## src/rtl/sigmoid_act_pipe_pkg.sv

```systemverilog
// Shared definitions for the autoencoder activation unit: mode codes,
// default widths and the sigmoid table contents.
package sigmoid_act_pipe_pkg;

    localparam int ACT_DATA_W    = 16;
    localparam int ACT_FRAC_W    = 8;
    localparam int SIG_LUT_DEPTH = 112;
    localparam int SIG_LUT_W     = ACT_FRAC_W + 1;
    localparam int SIG_LUT_AW    = $clog2(SIG_LUT_DEPTH);

    typedef enum logic [1:0] {
        ACT_SIG_INTERP  = 2'b00,
        ACT_SIG_NEAREST = 2'b01,
        ACT_RELU        = 2'b10,
        ACT_PASS        = 2'b11
    } act_mode_e;

    // lut[i] = min(floor(sigmoid((i-56)/8) * 256), 255); generated for
    // FRAC_W=8, SEG_SHIFT=5, LUT_DEPTH=112.
    localparam logic [SIG_LUT_W-1:0] SIG_LUT_TABLE [0:SIG_LUT_DEPTH-1] = '{
        9'd0,   9'd0,   9'd0,   9'd0,   9'd0,   9'd0,   9'd0,   9'd0,    //   0
        9'd0,   9'd0,   9'd0,   9'd0,   9'd1,   9'd1,   9'd1,   9'd1,    //   8
        9'd1,   9'd1,   9'd2,   9'd2,   9'd2,   9'd3,   9'd3,   9'd4,    //  16
        9'd4,   9'd5,   9'd5,   9'd6,   9'd7,   9'd8,   9'd9,   9'd10,   //  24
        9'd12,  9'd13,  9'd15,  9'd17,  9'd19,  9'd21,  9'd24,  9'd27,   //  32
        9'd30,  9'd34,  9'd37,  9'd42,  9'd46,  9'd51,  9'd57,  9'd62,   //  40
        9'd68,  9'd75,  9'd82,  9'd89,  9'd96,  9'd104, 9'd112, 9'd120,  //  48
        9'd128, 9'd135, 9'd143, 9'd151, 9'd159, 9'd166, 9'd173, 9'd180,  //  56
        9'd187, 9'd193, 9'd198, 9'd204, 9'd209, 9'd213, 9'd218, 9'd221,  //  64
        9'd225, 9'd228, 9'd231, 9'd234, 9'd236, 9'd238, 9'd240, 9'd242,  //  72
        9'd243, 9'd245, 9'd246, 9'd247, 9'd248, 9'd249, 9'd250, 9'd250,  //  80
        9'd251, 9'd251, 9'd252, 9'd252, 9'd253, 9'd253, 9'd253, 9'd254,  //  88
        9'd254, 9'd254, 9'd254, 9'd254, 9'd254, 9'd255, 9'd255, 9'd255,  //  96
        9'd255, 9'd255, 9'd255, 9'd255, 9'd255, 9'd255, 9'd255, 9'd255   // 104
    };

    // Table lookup; callers guarantee idx < SIG_LUT_DEPTH.
    function automatic logic [SIG_LUT_W-1:0] sig_lut_entry(input logic [SIG_LUT_AW-1:0] idx);
        return SIG_LUT_TABLE[idx];
    endfunction

endpackage

```

## src/rtl/sigmoid_act_pipe_rom.sv

```systemverilog
// Dual-read-port sigmoid table with registered outputs and a shared read enable.
module sigmoid_lut_rom
    import sigmoid_act_pipe_pkg::*;
#(
    parameter int LUT_DEPTH = SIG_LUT_DEPTH,
    parameter int ENTRY_W   = SIG_LUT_W,
    parameter int ADDR_W    = $clog2(LUT_DEPTH)
) (
    input  logic               clk,
    input  logic               rst,
    input  logic               en,
    input  logic [ADDR_W-1:0]  addr_a,
    input  logic [ADDR_W-1:0]  addr_b,
    output logic [ENTRY_W-1:0] data_a,
    output logic [ENTRY_W-1:0] data_b
);

    logic [ENTRY_W-1:0] data_a_r;
    logic [ENTRY_W-1:0] data_b_r;

    // Out-of-range addresses read as zero so the table is never overrun.
    function automatic logic [ENTRY_W-1:0] read_entry(input logic [ADDR_W-1:0] addr);
        logic [ENTRY_W-1:0] val;
        if (int'(addr) < LUT_DEPTH) begin
            val = sig_lut_entry(addr);
        end else begin
            val = {ENTRY_W{1'b0}};
        end
        return val;
    endfunction

    // Registered read of both ports when the downstream stage loads.
    always_ff @(posedge clk or posedge rst) begin
        if (rst) begin
            data_a_r <= {ENTRY_W{1'b0}};
            data_b_r <= {ENTRY_W{1'b0}};
        end else if (en) begin
            data_a_r <= read_entry(addr_a);
            data_b_r <= read_entry(addr_b);
        end
    end

    assign data_a = data_a_r;
    assign data_b = data_b_r;

endmodule

```

## src/rtl/sigmoid_act_pipe.sv

```systemverilog
// Three-stage activation pipe: decode, table read, compute. Valid/ready
// handshake with full throughput; each stage loads when empty or advancing.
module sigmoid_act_pipe
    import sigmoid_act_pipe_pkg::*;
#(
    parameter int DATA_W    = ACT_DATA_W,
    parameter int FRAC_W    = ACT_FRAC_W,
    parameter int SEG_SHIFT = 5,
    parameter int LUT_DEPTH = SIG_LUT_DEPTH
) (
    input  logic              clk,
    input  logic              rst,
    input  logic              in_valid,
    output logic              in_ready,
    input  logic [DATA_W-1:0] in_data,
    input  logic [1:0]        in_mode,
    input  logic              in_last,
    output logic              out_valid,
    input  logic              out_ready,
    output logic [DATA_W-1:0] out_data,
    output logic              out_last
);

    localparam int IDX_W  = $clog2(LUT_DEPTH);
    localparam int ENT_W  = FRAC_W + 1;
    localparam int PROD_W = FRAC_W + 2 + SEG_SHIFT;
    localparam int HALF   = LUT_DEPTH / 2;
    localparam int signed RANGE_LIM = HALF * (2 ** SEG_SHIFT);
    localparam logic [ENT_W-1:0] SAT_HI   = ENT_W'((2 ** FRAC_W) - 1);
    localparam logic [IDX_W-1:0] LAST_IDX = IDX_W'(LUT_DEPTH - 1);

    // Valid chain and per-stage load enables.
    logic v1_r, v2_r, v3_r;
    logic en1_s, en2_s, en3_s;

    assign en3_s    = !v3_r || out_ready;
    assign en2_s    = !v2_r || en3_s;
    assign en1_s    = !v1_r || en2_s;
    assign in_ready = en1_s;

    // Stage 1 decode signals.
    logic signed [31:0]    x_ext_s;
    logic                  lo_s, hi_s;
    logic [IDX_W-1:0]      idx_s;
    logic [SEG_SHIFT-1:0]  frac_s;

    // Range flags, table index and segment fraction from the raw input.
    always_comb begin
        x_ext_s = {{(32-DATA_W){in_data[DATA_W-1]}}, in_data};
        lo_s    = x_ext_s < -RANGE_LIM;
        hi_s    = x_ext_s >= RANGE_LIM;
        idx_s   = IDX_W'((x_ext_s >>> SEG_SHIFT) + 32'(HALF));
        frac_s  = in_data[SEG_SHIFT-1:0];
    end

    logic                 lo1_r, hi1_r, last1_r;
    logic [IDX_W-1:0]     idx1_r;
    logic [SEG_SHIFT-1:0] frac1_r;
    act_mode_e            mode1_r;
    logic [DATA_W-1:0]    x1_r;

    // Stage 1 register: capture decoded beat.
    always_ff @(posedge clk or posedge rst) begin
        if (rst) begin
            v1_r    <= 1'b0;
            lo1_r   <= 1'b0;
            hi1_r   <= 1'b0;
            last1_r <= 1'b0;
            idx1_r  <= {IDX_W{1'b0}};
            frac1_r <= {SEG_SHIFT{1'b0}};
            mode1_r <= ACT_SIG_INTERP;
            x1_r    <= {DATA_W{1'b0}};
        end else if (en1_s) begin
            v1_r <= in_valid;
            if (in_valid) begin
                lo1_r   <= lo_s;
                hi1_r   <= hi_s;
                last1_r <= in_last;
                idx1_r  <= idx_s;
                frac1_r <= frac_s;
                mode1_r <= act_mode_e'(in_mode);
                x1_r    <= in_data;
            end
        end
    end

    // Stage 2: table read. The last entry's upper neighbour is the
    // saturation value, so the second port re-reads idx instead of idx+1.
    logic [IDX_W-1:0] addr_b_s;
    logic [ENT_W-1:0] a_s, b_rom_s;

    assign addr_b_s = (idx1_r == LAST_IDX) ? idx1_r : (idx1_r + IDX_W'(1));

    sigmoid_lut_rom #(
        .LUT_DEPTH (LUT_DEPTH),
        .ENTRY_W   (ENT_W),
        .ADDR_W    (IDX_W)
    ) u_rom (
        .clk    (clk),
        .rst    (rst),
        .en     (en2_s && v1_r),
        .addr_a (idx1_r),
        .addr_b (addr_b_s),
        .data_a (a_s),
        .data_b (b_rom_s)
    );

    logic                 lo2_r, hi2_r, end2_r, last2_r;
    logic [SEG_SHIFT-1:0] frac2_r;
    act_mode_e            mode2_r;
    logic [DATA_W-1:0]    x2_r;

    // Stage 2 register: sideband travelling alongside the table read.
    always_ff @(posedge clk or posedge rst) begin
        if (rst) begin
            v2_r    <= 1'b0;
            lo2_r   <= 1'b0;
            hi2_r   <= 1'b0;
            end2_r  <= 1'b0;
            last2_r <= 1'b0;
            frac2_r <= {SEG_SHIFT{1'b0}};
            mode2_r <= ACT_SIG_INTERP;
            x2_r    <= {DATA_W{1'b0}};
        end else if (en2_s) begin
            v2_r <= v1_r;
            if (v1_r) begin
                lo2_r   <= lo1_r;
                hi2_r   <= hi1_r;
                end2_r  <= (idx1_r == LAST_IDX);
                last2_r <= last1_r;
                frac2_r <= frac1_r;
                mode2_r <= mode1_r;
                x2_r    <= x1_r;
            end
        end
    end

    // Stage 3 compute.
    logic [ENT_W-1:0]         b_s;
    logic signed [ENT_W:0]    diff_s;
    logic signed [PROD_W-1:0] prod_s;
    logic [ENT_W-1:0]         interp_s;
    logic [ENT_W-1:0]         sig_s;
    logic [DATA_W-1:0]        y_s;

    // Linear interpolation between neighbouring table entries.
    always_comb begin
        b_s      = end2_r ? SAT_HI : b_rom_s;
        diff_s   = $signed({1'b0, b_s}) - $signed({1'b0, a_s});
        prod_s   = {{SEG_SHIFT{diff_s[ENT_W]}}, diff_s} * {{(ENT_W+1){1'b0}}, frac2_r};
        interp_s = a_s + ENT_W'(prod_s >>> SEG_SHIFT);
    end

    // Sigmoid value with saturation outside the table range.
    always_comb begin
        if (lo2_r) begin
            sig_s = {ENT_W{1'b0}};
        end else if (hi2_r) begin
            sig_s = SAT_HI;
        end else if (mode2_r == ACT_SIG_NEAREST) begin
            sig_s = a_s;
        end else begin
            sig_s = interp_s;
        end
    end

    // Per-beat mode select.
    always_comb begin
        y_s = {DATA_W{1'b0}};
        case (mode2_r)
            ACT_SIG_INTERP,
            ACT_SIG_NEAREST: y_s = {{(DATA_W-ENT_W){1'b0}}, sig_s};
            ACT_RELU:        y_s = x2_r[DATA_W-1] ? {DATA_W{1'b0}} : x2_r;
            ACT_PASS:        y_s = x2_r;
            default:         y_s = {DATA_W{1'b0}};
        endcase
    end

    logic [DATA_W-1:0] out_data_r;
    logic              out_last_r;

    // Output register; holds while downstream stalls.
    always_ff @(posedge clk or posedge rst) begin
        if (rst) begin
            v3_r       <= 1'b0;
            out_data_r <= {DATA_W{1'b0}};
            out_last_r <= 1'b0;
        end else if (en3_s) begin
            v3_r <= v2_r;
            if (v2_r) begin
                out_data_r <= y_s;
                out_last_r <= last2_r;
            end
        end
    end

    assign out_valid = v3_r;
    assign out_data  = out_data_r;
    assign out_last  = out_last_r;

endmodule

```

## config.mk

```make
export PLATFORM = sky130hd
export DESIGN_NAME = sigmoid_act_pipe
export DESIGN_NICKNAME = d
export VERILOG_FILES = /design/src/rtl/sigmoid_act_pipe_pkg.sv /design/src/rtl/sigmoid_act_pipe_rom.sv /design/src/rtl/sigmoid_act_pipe.sv
export SDC_FILE = /design/constraint.sdc
export NUM_CORES = 1
export LEC_CHECK = 0
export ABC_AREA = 0
export CORE_AREA = 2 2 121 123
export CTS_CLUSTER_DIAMETER = 120
export DETAILED_ROUTE_END_ITERATION = 8
export DIE_AREA = 0 0 123 125
export DONT_BUFFER_PORTS = 1
export PLACE_DENSITY_LB_ADDON = 0.3
export SYNTH_ARGS = -nofsm -noshare
export SYNTH_HDL_FRONTEND = slang
export SYNTH_SLANG_ARGS = --single-unit
```

## constraint.sdc

```tcl
create_clock -name clk -period 7.8 [get_ports clk]
set_input_delay 1.17 -clock clk [delete_from_list [all_inputs] [get_ports clk]]
set_output_delay 1.17 -clock clk [all_outputs]
set_load 0.005 [all_outputs]
```

==> results by group <==
Job
  • MaxCap Viol Count: 0

Routing
  • Vias: 6093
  • Antenna-violating nets left: 0
  • DRT iter0 DRCs: around 520
  • Drt drc: 0
  • Routed wire per std cell: roughly 17 um
  • Pre-Repair DR Iteration Count: 5
  • Final WL: ~17000 um
  • Routed vias/inst: 5.881

Synthesis
  • Syn nets: 999
  • #FFs+latches synth: 83
  • Mapped Area: 7609 sq um
  • Yosys Warn Count: 0
  • Top-area cell type share of the netlist area: 0.2730
  • Ranking of synthesized cells by area: dfrtp_1, ha_1, fa_1
  • Syn Area/Cell: 8.568 sq um
  • Sequential fraction of the synthesis area: 0.2730
  • Number of synthesized flops with an enable pin: 0
  • Post-synth ARST share: 1.000
  • Commonest cells post-synth: dfrtp_1, nand2_1, inv_1
  • Top-count cell post-synth: dfrtp_1
  • Most used DFF post-synth: dfrtp_1
  • Cell taking the most area after synthesis: dfrtp_1
  • Yosys cell types: just under 70
  • Synth Instances: 888

Layout
  • Fin cells: 1036
  • Area grow syn2layout: 4.555%
  • Antenna diodes: 0
  • Layout cell share with drive strength beyond 1: 0.1033
  • Filler Cells Inserted: 1280
  • Post-layout nets: 958

Timing
  • PnR worst setup slack: approximately 0.96 ns
  • Worst slew margin: 0.3260
  • Crit share post-route: 0.8768
  • Worst Tran Pin Value: 1.011 ns
  • Final setup fails: 0
  • Final setup TNS: 0 ns
  • WHS: 0.4806 ns
  • RSZ-0062 raised after global routing: false
  • Final Hold Viols: 0
  • Setup Skew: 0.009222 ns
  • Fin crit period: 6.839 ns
  • Max Freq: approximately 0.15 GHz
  • Slew Limit Fails: 0

Clocking
  • Cts bufs inserted: 9
  • Root buffer cell: clkbuf_16
  • Post-cts resize count: 0
  • CTS tree: done
  • Skew-Pair Late Insertion Delay: 0.35 ns
  • Clock Sink Count: 83
  • Post-CTS Setup Inserts: 0
  • Clock buffer depth: 2
  • Cts hold-fix bufs: 0
  • Worst-path clk slew: 0.07 ns
  • CTS H-tree depth: 3

Critical path
  • Crit Path Category: reg2reg
  • CP Data Arrival Time: just over 7 ns
  • Data required, critical path: 8.03 ns
  • Critical Path Start Type: flip-flop
  • CP endpoint kind: flip-flop
  • CP Max Fanout: 9
  • CP max-delay cell: fa_1
  • Worst-case reg-to-reg path depth: 28
  • Largest stage delay, worst path: 0.53 ns

Floorplanning
  • IO Count: 42
  • Core area: 14200 sq um
  • Die H: 125 um
  • # rows: 44
  • Initial core utilization: 0.5357
  • Full die area: 15380 sq um
  • Die W: 123 um

Place
  • DP Wirelength: 12240 um
  • Placed insts: 1020
  • Pre-CTS WS: between 0.9 and 1 ns
  • PortBufs: 0
  • Final estimated routing congestion in global placement: approximately 0.9

Global routing
  • Overflow after GRT: 0
  • Number of global-route vias before repair: 5795
  • Gr usage total: 0.2374
  • Global-route wire length before repair: 29590 um
  • Initial antenna violation count: 0
  • Largest net degree at the start of global routing: between 80 and 90

Worst hold path
  • Hold path cells: 2
  • Hold Path Class: reg2reg

Status
  • Status: completed
==> metal layers <==
layer  vias up  track usage  wire [um]
li1       3013            -          -
met1      2915       0.3540       8269
met2       146       0.3692       7971
met3        19      0.03558        720
met4         0      0.04612        174
met5         -            0          0
==> path summary, 6_finish.rpt <==
check / to / slack, ns / from
worst max-delay path: out_data[8] / 0.96 / end2_r
worst min-delay path: x1_r[8] / 0.48 / x1_r[8]
worst max register to register: out_data[8] / 0.96 / end2_r
worst min register to register: x1_r[8] / 0.48 / x1_r[8]
max in group asynchronous: u_rom.data_a[1] / 6.13 / rst
min in group asynchronous: v1_r / 1.04 / rst
==> metrics by stage <==
| stage | cell area [sq um] | utilization |
|---|---|---|
| global placement | 7645 | 0.5382 |
| detailed placement | 7645 | 0.5382 |
| floorplan | 7609 | - |
| CTS | 7955 | 0.5601 |
| global route | 7955 | 0.5601 |
| finish | 7955 | 0.5601 |
==> final cells by class <==
type                       instances  area, sq um  area share
tap                              184        230.2     0.02894
multi-input combinational        674         5010      0.6298
clock buffer                      10        239.0     0.03004
clock inverter                     6        71.32    0.008965
inverter                          71        267.8     0.03366
timing repair buffer               8        60.06    0.007550
sequential                        83         2077      0.2611
==> placed cells by master, fill, tap and decap left out, types with 4 or more instances in the layout <==
cell type,count
dfrtp_1,83
nand2_1,71
inv_1,68
o21ai_0,68
nor2_1,67
a21oi_1,64
ha_1,59
and2_1,41
mux2_2,39
fa_1,29
xnor2_1,19
nor3_1,17
a211oi_1,16
nor2b_1,15
o211ai_1,15
xor2_1,13
nand3_1,11
a21o_1,9
clkbuf_16,9
nand2b_1,8
buf_4,8
a22o_1,7
a31oi_1,7
or2_2,7
a22oi_1,7
a311oi_1,6
o221ai_1,6
o31ai_1,5
a211o_1,5
o22ai_1,4
o31a_1,4
==> kinds of logic after synthesis <==
kind of cell / count (synthesis) / synth area share
XOR/XNOR: 35 / 0.04325
AND/OR/NAND/NOR: 256 / 0.1659
flip-flops: 83 / 0.2730
buffers and inverters: 131 / 0.06890
adder cells (fa/ha/maj): 88 / 0.1733
multiplexers: 43 / 0.06364
AO/OA/AOI/OAI: 252 / 0.2120
==> sequential cells by signal, indices dropped and copies added (netlist names), 2 cells and up <==
name	flops
frac1_r	4
frac2_r	4
idx1_r	7
mode1_r	2
mode2_r	2
out_data	16
u_rom.data_a	8
u_rom.data_b	8
x1_r	9
x2_r	12
==> critical path: cells and delay by family (launching register included) <==
kind                     cells  cell delay [ns]
flip-flops                   1             0.43
AO/OA/AOI/OAI               11             2.13
adder cells (fa/ha/maj)      6             2.61
XOR/XNOR                     3             0.52
AND/OR/NAND/NOR              5             0.88
buffers and inverters        3             0.15
Power is not shown: default switching activity piles up to over one toggle a cycle in this logic, so the estimate is an artifact.
